--- src/rtl/uc_arbiter_mc.sv ---
// uc_arbiter_mc
// Collects unit literals for the SAT engine array. Literals are preloaded from
// memory (LOAD), then taken from NUM_ENGINE engines under round-robin
// arbitration (RUN). Every accepted literal is registered once, then checked
// against a per-variable polarity table on the following cycle. The check
// drops illegal and duplicate literals, flags a conflict on opposite
// polarity, and pushes new literals into a DEPTH-entry broadcast FIFO.
//
// Ports
//   clk, rst          : rising-edge clock, asynchronous active-low reset
//   clear             : synchronous restart to LOAD (table, FIFO, counters)
//   mem_valid/mem_lit : preload literal, accepted when mem_ready is high
//   mem_done          : preload complete, moves LOAD -> RUN
//   eng_valid/eng_lit : per-engine literal, engine i at [i*LIT_W +: LIT_W]
//   eng_ready         : one-hot (or zero) grant to the winning engine
//   out_valid/out_lit : FIFO head, popped on out_valid & out_ready
//   conflict          : sticky conflict flag, conflict_var = its variable
//   idle              : RUN with nothing queued, in flight or requested
//   uc_count          : number of unique literals recorded
module uc_arbiter_mc #(
  parameter int NUM_ENGINE = 4,
  parameter int LIT_W      = 10,
  parameter int DEPTH      = 64
) (
  input  logic                       clk,
  input  logic                       rst,
  input  logic                       clear,
  input  logic                       mem_valid,
  input  logic [LIT_W-1:0]           mem_lit,
  input  logic                       mem_done,
  output logic                       mem_ready,
  input  logic [NUM_ENGINE-1:0]      eng_valid,
  input  logic [NUM_ENGINE*LIT_W-1:0] eng_lit,
  output logic [NUM_ENGINE-1:0]      eng_ready,
  output logic                       out_valid,
  output logic [LIT_W-1:0]           out_lit,
  input  logic                       out_ready,
  output logic                       conflict,
  output logic [LIT_W-2:0]           conflict_var,
  output logic                       idle,
  output logic [LIT_W-1:0]           uc_count
);

  localparam int NVAR = 1 << (LIT_W - 1);
  localparam int AW   = $clog2(DEPTH);
  localparam int GW   = (NUM_ENGINE > 1) ? $clog2(NUM_ENGINE) : 1;

  localparam logic [1:0] ST_LOAD     = 2'd0;
  localparam logic [1:0] ST_RUN      = 2'd1;
  localparam logic [1:0] ST_CONFLICT = 2'd2;

  // 0 and -2^(LIT_W-1) both have all magnitude bits clear.
  function automatic logic lit_illegal(input logic [LIT_W-1:0] lit);
    return (lit[LIT_W-2:0] == {(LIT_W-1){1'b0}});
  endfunction

  // Low bits of the two's-complement negation depend only on the low bits.
  function automatic logic [LIT_W-2:0] lit_var(input logic [LIT_W-1:0] lit);
    return lit[LIT_W-1] ? (~lit[LIT_W-2:0] + {{(LIT_W-2){1'b0}}, 1'b1}) : lit[LIT_W-2:0];
  endfunction

  logic [1:0]       state_q, state_d;
  logic             ready_en_q, ready_en_d;
  logic [GW-1:0]    last_grant_q, last_grant_d;
  logic             acc_valid_q, acc_valid_d;
  logic [LIT_W-1:0] acc_lit_q, acc_lit_d;
  logic [NVAR-1:0]  pos_q, pos_d, neg_q, neg_d;
  logic [AW-1:0]    wr_ptr_q, wr_ptr_d, rd_ptr_q, rd_ptr_d;
  logic [AW:0]      count_q, count_d;
  logic [LIT_W-1:0] uc_count_q, uc_count_d;
  logic             conflict_q, conflict_d;
  logic [LIT_W-2:0] conflict_var_q, conflict_var_d;
  logic [LIT_W-1:0] fifo_mem_q [DEPTH];

  logic [LIT_W-1:0] eng_lit_arr_s [NUM_ENGINE];
  logic [GW-1:0]    gnt_idx_s, cand_s;
  logic             gnt_found_s, take_s;
  logic             full_s, mem_fire_s, eng_fire_s, pop_s, out_valid_s;
  logic [NUM_ENGINE-1:0] eng_ready_s;
  logic [LIT_W-2:0] chk_var_s;
  logic             chk_neg_s, proc_s, dup_s, opp_s, push_s, conf_s;

  for (genvar g = 0; g < NUM_ENGINE; g++) begin : g_unpack
    assign eng_lit_arr_s[g] = eng_lit[g*LIT_W +: LIT_W];
  end

  // Round-robin search starting one past the last accepted engine.
  always_comb begin
    gnt_found_s = 1'b0;
    gnt_idx_s   = last_grant_q;
    cand_s      = last_grant_q;
    take_s      = 1'b0;
    for (int k = 1; k <= NUM_ENGINE; k++) begin
      cand_s      = GW'((int'(last_grant_q) + k) % NUM_ENGINE);
      take_s      = !gnt_found_s && eng_valid[cand_s];
      gnt_idx_s   = take_s ? cand_s : gnt_idx_s;
      gnt_found_s = gnt_found_s | take_s;
    end
  end

  // Handshakes and the registered-literal check against the polarity table.
  always_comb begin
    // The literal waiting in the check stage counts against FIFO space.
    full_s      = (count_q + {{AW{1'b0}}, acc_valid_q}) >= (AW+1)'(DEPTH);
    out_valid_s = ready_en_q && (state_q != ST_CONFLICT) && (count_q != {(AW+1){1'b0}});
    pop_s       = out_valid_s && out_ready;
    mem_ready   = ready_en_q && (state_q == ST_LOAD) && !full_s;
    eng_ready_s = {NUM_ENGINE{1'b0}};
    if (ready_en_q && (state_q == ST_RUN) && !full_s && gnt_found_s) begin
      eng_ready_s[gnt_idx_s] = 1'b1;
    end else begin
      eng_ready_s = {NUM_ENGINE{1'b0}};
    end
    mem_fire_s = mem_valid && mem_ready;
    eng_fire_s = |(eng_valid & eng_ready_s);

    chk_var_s = lit_var(acc_lit_q);
    chk_neg_s = acc_lit_q[LIT_W-1];
    proc_s    = acc_valid_q && (state_q != ST_CONFLICT) && !lit_illegal(acc_lit_q);
    dup_s     = proc_s && (chk_neg_s ? neg_q[chk_var_s] : pos_q[chk_var_s]);
    opp_s     = proc_s && (chk_neg_s ? pos_q[chk_var_s] : neg_q[chk_var_s]);
    conf_s    = opp_s && !dup_s;
    push_s    = proc_s && !dup_s && !opp_s;
  end

  // Next-state computation; clear overrides every other input.
  always_comb begin
    state_d        = state_q;
    ready_en_d     = 1'b1;
    last_grant_d   = last_grant_q;
    acc_valid_d    = 1'b0;
    acc_lit_d      = acc_lit_q;
    pos_d          = pos_q;
    neg_d          = neg_q;
    wr_ptr_d       = wr_ptr_q;
    rd_ptr_d       = rd_ptr_q;
    count_d        = count_q;
    uc_count_d     = uc_count_q;
    conflict_d     = conflict_q;
    conflict_var_d = conflict_var_q;
    if (clear) begin
      state_d        = ST_LOAD;
      last_grant_d   = GW'(NUM_ENGINE - 1);
      acc_lit_d      = {LIT_W{1'b0}};
      pos_d          = {NVAR{1'b0}};
      neg_d          = {NVAR{1'b0}};
      wr_ptr_d       = {AW{1'b0}};
      rd_ptr_d       = {AW{1'b0}};
      count_d        = {(AW+1){1'b0}};
      uc_count_d     = {LIT_W{1'b0}};
      conflict_d     = 1'b0;
      conflict_var_d = {(LIT_W-1){1'b0}};
    end else begin
      case (state_q)
        ST_LOAD:     state_d = conf_s ? ST_CONFLICT : (mem_done ? ST_RUN : ST_LOAD);
        ST_RUN:      state_d = conf_s ? ST_CONFLICT : ST_RUN;
        ST_CONFLICT: state_d = ST_CONFLICT;
        default:     state_d = ST_LOAD;
      endcase
      acc_valid_d = mem_fire_s || eng_fire_s;
      acc_lit_d   = mem_fire_s ? mem_lit : eng_lit_arr_s[gnt_idx_s];
      if (eng_fire_s) begin
        last_grant_d = gnt_idx_s;
      end else begin
        last_grant_d = last_grant_q;
      end
      if (push_s) begin
        if (chk_neg_s) begin
          neg_d[chk_var_s] = 1'b1;
        end else begin
          pos_d[chk_var_s] = 1'b1;
        end
        wr_ptr_d   = wr_ptr_q + {{(AW-1){1'b0}}, 1'b1};
        uc_count_d = uc_count_q + {{(LIT_W-1){1'b0}}, 1'b1};
      end else begin
        wr_ptr_d   = wr_ptr_q;
        uc_count_d = uc_count_q;
      end
      if (pop_s) begin
        rd_ptr_d = rd_ptr_q + {{(AW-1){1'b0}}, 1'b1};
      end else begin
        rd_ptr_d = rd_ptr_q;
      end
      count_d = count_q + {{AW{1'b0}}, push_s} - {{AW{1'b0}}, pop_s};
      if (conf_s) begin
        conflict_d     = 1'b1;
        conflict_var_d = chk_var_s;
      end else begin
        conflict_d     = conflict_q;
        conflict_var_d = conflict_var_q;
      end
    end
  end

  // State, table, FIFO pointers and counters.
  always_ff @(posedge clk or negedge rst) begin
    if (!rst) begin
      state_q        <= ST_LOAD;
      ready_en_q     <= 1'b0;
      last_grant_q   <= GW'(NUM_ENGINE - 1);
      acc_valid_q    <= 1'b0;
      acc_lit_q      <= {LIT_W{1'b0}};
      pos_q          <= {NVAR{1'b0}};
      neg_q          <= {NVAR{1'b0}};
      wr_ptr_q       <= {AW{1'b0}};
      rd_ptr_q       <= {AW{1'b0}};
      count_q        <= {(AW+1){1'b0}};
      uc_count_q     <= {LIT_W{1'b0}};
      conflict_q     <= 1'b0;
      conflict_var_q <= {(LIT_W-1){1'b0}};
    end else begin
      state_q        <= state_d;
      ready_en_q     <= ready_en_d;
      last_grant_q   <= last_grant_d;
      acc_valid_q    <= acc_valid_d;
      acc_lit_q      <= acc_lit_d;
      pos_q          <= pos_d;
      neg_q          <= neg_d;
      wr_ptr_q       <= wr_ptr_d;
      rd_ptr_q       <= rd_ptr_d;
      count_q        <= count_d;
      uc_count_q     <= uc_count_d;
      conflict_q     <= conflict_d;
      conflict_var_q <= conflict_var_d;
    end
  end

  // FIFO storage; contents are only observed through the counted pointers.
  always_ff @(posedge clk) begin
    if (push_s && !clear) begin
      fifo_mem_q[wr_ptr_q] <= acc_lit_q;
    end
  end

  assign eng_ready    = eng_ready_s;
  assign out_valid    = out_valid_s;
  assign out_lit      = out_valid_s ? fifo_mem_q[rd_ptr_q] : {LIT_W{1'b0}};
  assign conflict     = conflict_q;
  assign conflict_var = conflict_var_q;
  assign uc_count     = uc_count_q;
  assign idle         = ready_en_q && (state_q == ST_RUN) && (count_q == {(AW+1){1'b0}})
                        && !acc_valid_q && !(|eng_valid);

endmodule
--- config.mk ---
export PLATFORM = sky130hd
export DESIGN_NAME = uc_arbiter_mc
export DESIGN_NICKNAME = d
export VERILOG_FILES = /design/src/rtl/uc_arbiter_mc.sv
export SDC_FILE = /design/constraint.sdc
export NUM_CORES = 2
export LEC_CHECK = 0
export ABC_AREA = 1
export BUFFER_PORTS_ARGS = -buffer_cell sky130_fd_sc_hd__buf_4
export CORE_MARGIN = 2
export CORE_UTILIZATION = 25
export CTS_CLUSTER_DIAMETER = 50
export DETAILED_ROUTE_END_ITERATION = 6
export PLACE_DENSITY = 0.48
export SLEW_MARGIN = 20
export SYNTH_ARGS = -nofsm -noshare
export SYNTH_HDL_FRONTEND = slang
export SYNTH_SLANG_ARGS = --single-unit
export TNS_END_PERCENT = 100
--- constraint.sdc ---
create_clock -name clk -period 7.4 [get_ports clk]
set_input_delay 0.37 -clock clk [delete_from_list [all_inputs] [get_ports clk]]
set_output_delay 0.37 -clock clk [all_outputs]
set_load 0.02 [all_outputs]
; Word-level counts from Yosys, hierarchy flattened
; Memories as Yosys holds them, arrays and structs flattened.
; Index checks and enable logic that the tools add are counted.
[totals]
mem_bits_rw = 640
regBits = 1079
n_memories = 1
inputBits = 60
elab_cells = 153
[op_classes]
add_sub_neg = 11
reduce_logical = 49
n_mux = 57
n_eq_ne = 4
n_bitwise = 8
order_cmp = 10
[memory_table]
columns = name, words, word_bits, rd, rd_clocked_by_memory_dff, write_ports, line_no
row1 = fifo_mem_q, 64, 10, 1, 0, 1, 73  ; logic [LIT_W-1:0] fifo_mem_q [DEPTH];
[ops]
columns = operator, n
row1 = $mux 512, 6
row2 = $or 512x512->512, 2
row3 = $mux 10, 7
row4 = $mux 9, 3
row5 = $logic_and 1x1->1, 25
row6 = $mux 6, 4
row7 = $bmux 10 s2, 1
row8 = $bmux 1 s9, 2
row9 = $mux 2, 9
row10 = $mux 1, 16
row11 = $lt 2x3->1 const B, 5
row12 = $add 7x1->7, 2
row13 = $add 6x1->6 const B, 2
row14 = $add 10x1->10 const B, 1
row15 = $logic_not 1->1, 10
row16 = $lt 9x10->1 const B, 1
row17 = $reduce_bool 2->1, 5
row18 = $add 9x1->9 const B, 1
row19 = $demux 1 s9, 1
row20 = $ge 9x1->1 const B, 1
row21 = $logic_not 9->1, 1
row22 = $not 9->9, 1
row23 = $bmux 1 s2, 4
row24 = $reduce_or 4->1, 2
row25 = other kinds (21), 27

; Logic depth before layout (Yosys ltp)
[depth]
word_depth = 21
ltp_mapped = 35

; Least setup slack after synthesis
; OpenSTA, ideal clock, no wires.
[synth_timing]
path_type = flip-flop to flip-flop
start = register acc_lit_q[0]
end = register count_q[6]
arrival_ps = 5495
setup_slack_ps = 1827
t_required_ps = 7323
synth_period_minus_slack_ps = 5573
n_path_buf = 5
path_stages_with_launch = 34
setup_time_ps = 77
path_cell_list = dfrtp_1 -> buf_4 -> inv_2 -> buf_2 -> clkbuf_1 -> ha_1 -> inv_1 -> nand2_1 -> nand2_2 -> buf_2 -> buf_2 -> o21ai_0 -> nand3_1 -> nand3_1 -> nand3_1 -> nand2_1 -> o21ai_1 -> nand2_1 -> nor2_2 -> nand2_1 -> a21oi_1 -> nand3_1 -> ha_1 -> inv_1 -> ha_1 -> inv_1 -> fa_1 -> o31ai_1 -> inv_1 -> nor2_1 -> nor2_1 -> o21bai_1 -> o21ai_0 -> a21oi_1
[synth_between]
elab_chain_cells = 13
[synth_rtl]
columns = element, line_no
row1 = "start, declared", 66  ; logic [LIT_W-1:0] acc_lit_q, acc_lit_d;
row2 = "start signal, assigned", 202  ; acc_lit_q <= {LIT_W{1'b0}};
row3 = "start signal, assigned", 216  ; acc_lit_q <= acc_lit_d;
row4 = $not 9->9, 59  ; return lit[LIT_W-1] ? (~lit[LIT_W-2:0] + {{(LIT_W-2){1'b0}}, 1'b1}) : lit[LIT_W-2:0];
row5 = $add 9x1->9, 59
row6 = $mux 9, 59
row7 = $bmux 1 s9, "120, 121"
row8 = $mux 1 (implied by the code), "120, 121"
row9 = $mux 1, 120  ; dup_s = proc_s && (chk_neg_s ? neg_q[chk_var_s] : pos_q[chk_var_s]);
row10 = $logic_and 1x1->1, 120
row11 = $logic_not 1->1, 123  ; push_s = proc_s && !dup_s && !opp_s;
row12 = $logic_and 1x1->1, 123
row13 = $logic_and 1x1->1 *, 123
row14 = $add 7x1->7 *, 184  ; count_d = count_q + {{AW{1'b0}}, push_s} - {{AW{1'b0}}, pop_s};
row15 = $sub 7x1->7 *, 184
row16 = $mux 7 *, 141  ; if (clear) begin
row17 = net count_d[6], 69  ; logic [AW:0] count_q, count_d;
row18 = "end signal, assigned", 207  ; count_q <= {(AW+1){1'b0}};
row19 = "end signal, assigned", 221  ; count_q <= count_d;
row20 = "end, declared", 69
; The timed path passes the listed nets; every way through them passes the cells marked *. The select of a mux whose other input is x is not followed.
; A chain may end at the register's enable or synchronous reset.

; Worst setup path in the final report
[layout_timing]
start = register acc_lit_q[0]
end = memory fifo_mem_q[1][5] (enable)
[layout_between]
elab_chain_cells = 13
[layout_rtl]
columns = element, line_no
row1 = $not 9->9, 59
row2 = $add 9x1->9, 59
row3 = $mux 9, 59
row4 = $bmux 1 s9, "120, 121"
row5 = $mux 1 (implied by the code), "120, 121"
row6 = $mux 1, 120
row7 = $logic_and 1x1->1, 120
row8 = $logic_not 1->1, 123
row9 = $logic_and 1x1->1, 123
row10 = $logic_and 1x1->1 *, 123
row11 = $logic_and 1x1->1 *, 230  ; if (push_s && !clear) begin
row12 = $mux 1 *, 230
row13 = $mux 1 (implied by the code) *, 231  ; fifo_mem_q[wr_ptr_q] <= acc_lit_q;
row14 = "end, declared", 73
; Every way passes the cells marked *; elsewhere a longest branch is shown, timed or not. The select of a mux whose other input is x is not followed.

==> reports/results.txt <==
Outcome - finished with violations
Failing checks - DRC
Total wire length after detailed routing - 262.6 mm
Worst reg2reg setup slack - 0.61 ns
Rows - 205
GRT Overall Usage - 16.20%
Reg2reg path depth - 21
Most common cell in the netlist - nor2_1
Max Cap Viol - 0
Initial antenna violation count - 5
Setup TNS - 0 ns
Worst skew pair latency - 0.90 ns
EDFF count, synth - 640
Syn_nets - 9,091
Leading area contributor after synthesis - dfrtp_1
Worst IR drop on VDD - 0.0003802 V
CP Data Required Time - 7.88 ns
Post-route cell area - 90,600 um^2
Proportion of layout cells with a drive suffix above 1 - 7.524%
Synth top area share - 34.51%
Period minus WS final - 6.791 ns
Sw frac - 40.31%
Number of vias per cell - 4.899
PD cells - 359.5 nW/um^2
Clk buf depth - 4
Hold EP - acc_lit_q[0]
Final Cycle Share - 91.77%
Post-layout util - 29.09%
Int Power - 19,440 uW
First-pass GRT wire length - 401.2 mm
Mapped cell area - 78,090 um^2
Top_reg_cell synth - dfrtp_1
GRT Residual Overflow - 0
H-tree lvl count - 4
IO buf count - 96
Sequential Power Share - 32.8%
CTS Buf Count - 223
Crit-path slowest cell - nor2_1
Clock slew at reported path FFs - 0.06 ns
Clk root buf - clkbuf_16
Core ar. - 311,400 um^2
Die Footprint - 316,800 um^2
Drt first pass iters - 7
Initial core utilization - 25.08%
Crit-path cells - inv_8 > ha_1 > nand2_1 > nand2_4 > buf_4 > buf_4 > nand2_1 > nand3_1 > nand3_1 > nand2_1 > nand2_1 > nand2_1 > o21ai_1 > nand2_1 > nor2_1 > nand2_1 > nand2_1 > nand3_2 > nor2_4 > nand4_1 > nor2_1
Via count - 64,450
Clk pwr share - 34.3%
Vias in the first global route - 63,500
Placer congestion estimate - 0.8177
#FFs+latches synth - 1,719
Worst Setup End Kind - flip-flop
HPWL after detailed placement - 146.9 mm
Max Clock Freq - 0.1472 GHz
WS Path Type - flip-flop to flip-flop
Clk sink count - 1,719
Leakage power - 0.03563 uW
Final #Nets - 8,908
Synth cell types - 42
Die Ht - 562.9 um
Async S/R FF share, synth - 62.77%
Ports - 97
Die X - 562.9 um
Comb pwr share - 32.9%
Synthesized area per cell - 8.667 um^2
Final hold violation count - 0
Ranking of synthesized cells by area - dfrtp_1 35%, edfxtp_1 25%, nor2_1 9.0%
Average wire per standard cell - 19.96 um
Hold crit path type - input pin to flip-flop
RSZ-0062 raised after global routing - false
Max Slew Vio Count - 0
CTS tree - yes
Sequential fraction of the synthesis area - 59.19%
Largest net degree at the start of global routing - 216
Worst-path fanout max - 27
Area after DPL - 82,760 um^2
R2R Path Start - acc_lit_q[0]
Startpoint types - flip-flop
Hold path cells - 3
Number of remaining DRC errors - 1
Setup Skew - 0.06882 ns
Relative slew slack - 2.269%
Postcts setup bufs - 0
FF-to-FF End - fifo_mem_q[1][5]
Hold path start - mem_lit[0]
DR iter-0 viols - 6,069
Top cells by count, synth - 1,873 x nor2_1, 1,804 x nand2_1, 1,077 x a21oi_1, 1,077 x dfrtp_1, 640 x edfxtp_1
Measured slew at the worst slew-check pin - 1.466 ns
Finish-stage setup viols - 0
Layout area overhead - 16.02%
Placed cells - 12,720
Most frequent CP cell - nand2_1
Yosys warns - 0
Syn Inst Count - 9,010
Worst EP arrival - 7.27 ns
P_sw - 13,130 uW
Slowest stage delay, CP - 1.14 ns
Fin cells - 13,160
Final ANT Viol Nets - 0
cells by family after synthesis:
kind of cell	share of synthesized area [%]
adders and majority gates	0.3461
buffers and inverters	5.356
DFF	59.19
other	0.004802
AOI/OAI and AO/OA	12.75
and+or+nand+nor	22.21
xor gates and xnor gates	0.1234
muxes	0.01282
per-stage QoR:
stage,setup WS [ns],power (uW),hold WS [ns]
floorplan,1.827,16580,0.07441
global placement,0.7134,21500,0.4763
detailed placement,0.6323,21490,0.4812
CTS,0.6579,32800,0.06618
global route,0.3672,33950,0.05483
finish,0.6088,32570,0.03760
critical path: cells and delay by family, from the launching register on:
kind | cells | cell delay (ns)
and+or+nand+nor | 16 | 4.54
AOI/OAI and AO/OA | 1 | 0.16
DFF | 1 | 0.55
adders and majority gates | 1 | 0.29
buffers and inverters | 3 | 0.82
cells in the final DEF (no fill, tap or decap), types with 5 or more instances in the layout:
master,synthesis,layout
o21ai_1,30,30
o2111ai_1,10,10
xor2_1,10,10
nand2_2,3,17
dfrtp_1,1077,1064
o221ai_1,63,63
o211ai_1,19,19
a21oi_1,1077,1076
o21ai_0,595,595
nor2_4,1,5
ha_1,20,20
nor2_1,1873,1863
inv_6,0,15
buf_4,45,211
inv_1,307,305
clkinvlp_4,0,14
dlygate4sd3_1,0,20
clkinv_1,3,12
clkinv_4,0,14
clkbuf_16,0,224
nor3_1,20,19
nand3_1,624,624
buf_12,0,34
nand4_1,34,34
dfrtp_4,0,5
clkbuf_8,0,26
clkbuf_1,427,35
bufinv_16,0,27
edfxtp_1,640,640
dfrtp_2,0,8
nor2_2,2,8
nand2_1,1804,1784
inv_8,0,11
clkinv_2,0,35
o22ai_1,98,98
worst max path at each step:
| stage | cells after the start | from | end | slack, ns |
|---|---|---|---|---|
| 6_report | 21 | acc_lit_q[0] | fifo_mem_q[1][5] | 0.61 |
| 5_1_grt | 21 | acc_lit_q[0] | fifo_mem_q[51][7] | 0.37 |
| 4_1_cts | 21 | acc_lit_q[0] | fifo_mem_q[43][5] | 0.66 |
| 2_1_floorplan | 33 | acc_lit_q[0] | count_q[6] | 1.83 |
| 3_3_place_gp | 21 | acc_lit_q[0] | fifo_mem_q[43][3] | 0.71 |
| 3_5_place_dp | 21 | acc_lit_q[0] | fifo_mem_q[43][6] | 0.63 |
layout make-up:
type | count | area (um^2)
clock inverter | 124 | 1509
sequential | 1719 | 46250
clock buffer | 285 | 6095
antenna | 4 | 10.01
inverter | 316 | 1221
tap | 4140 | 5180
fill | 32940 | 220800
multi-input combinational | 6300 | 27840
timing repair buffer | 267 | 2495
layer usage:
metal,global-route usage (%),vias up,share of wire [%]
met3,2.795,431,6.8
met5,0,-,0.0080
met1,22.53,32090,45
li1,-,29700,-
met2,25.78,2226,45
met4,4.599,4,2.7
timing repair:
action                                 in CTS  in global routing
resized for setup                           0                  0
endpoints found under the hold margin     136                  0
hold buffers                               20                  0
power by group through the flow:
stage | logic, uW | registers (uW) | clock network (uW)
after detailed placement | 10600 | 10800 | 0
after CTS | 10700 | 10700 | 11400
final | 10700 | 10700 | 11200
after global routing | 11500 | 10700 | 11800
after global placement | 10700 | 10800 | 0
after floorplan | 5620 | 11000 | 0
flip-flops by register name, summed over array words and instances, names as in the netlist:
| register | count |
|---|---|
| fifo_mem_q | 640 |
| neg_q | 512 |
| pos_q | 512 |
| acc_lit_q | 10 |
| uc_count | 10 |
| conflict_var | 9 |
| count_q | 7 |
| rd_ptr_q | 6 |
| wr_ptr_q | 6 |
| last_grant_q | 2 |
| state_q | 2 |
| acc_valid_q | 1 |
| conflict | 1 |
| ready_en_q | 1 |
(Power assumes the default switching activity.)
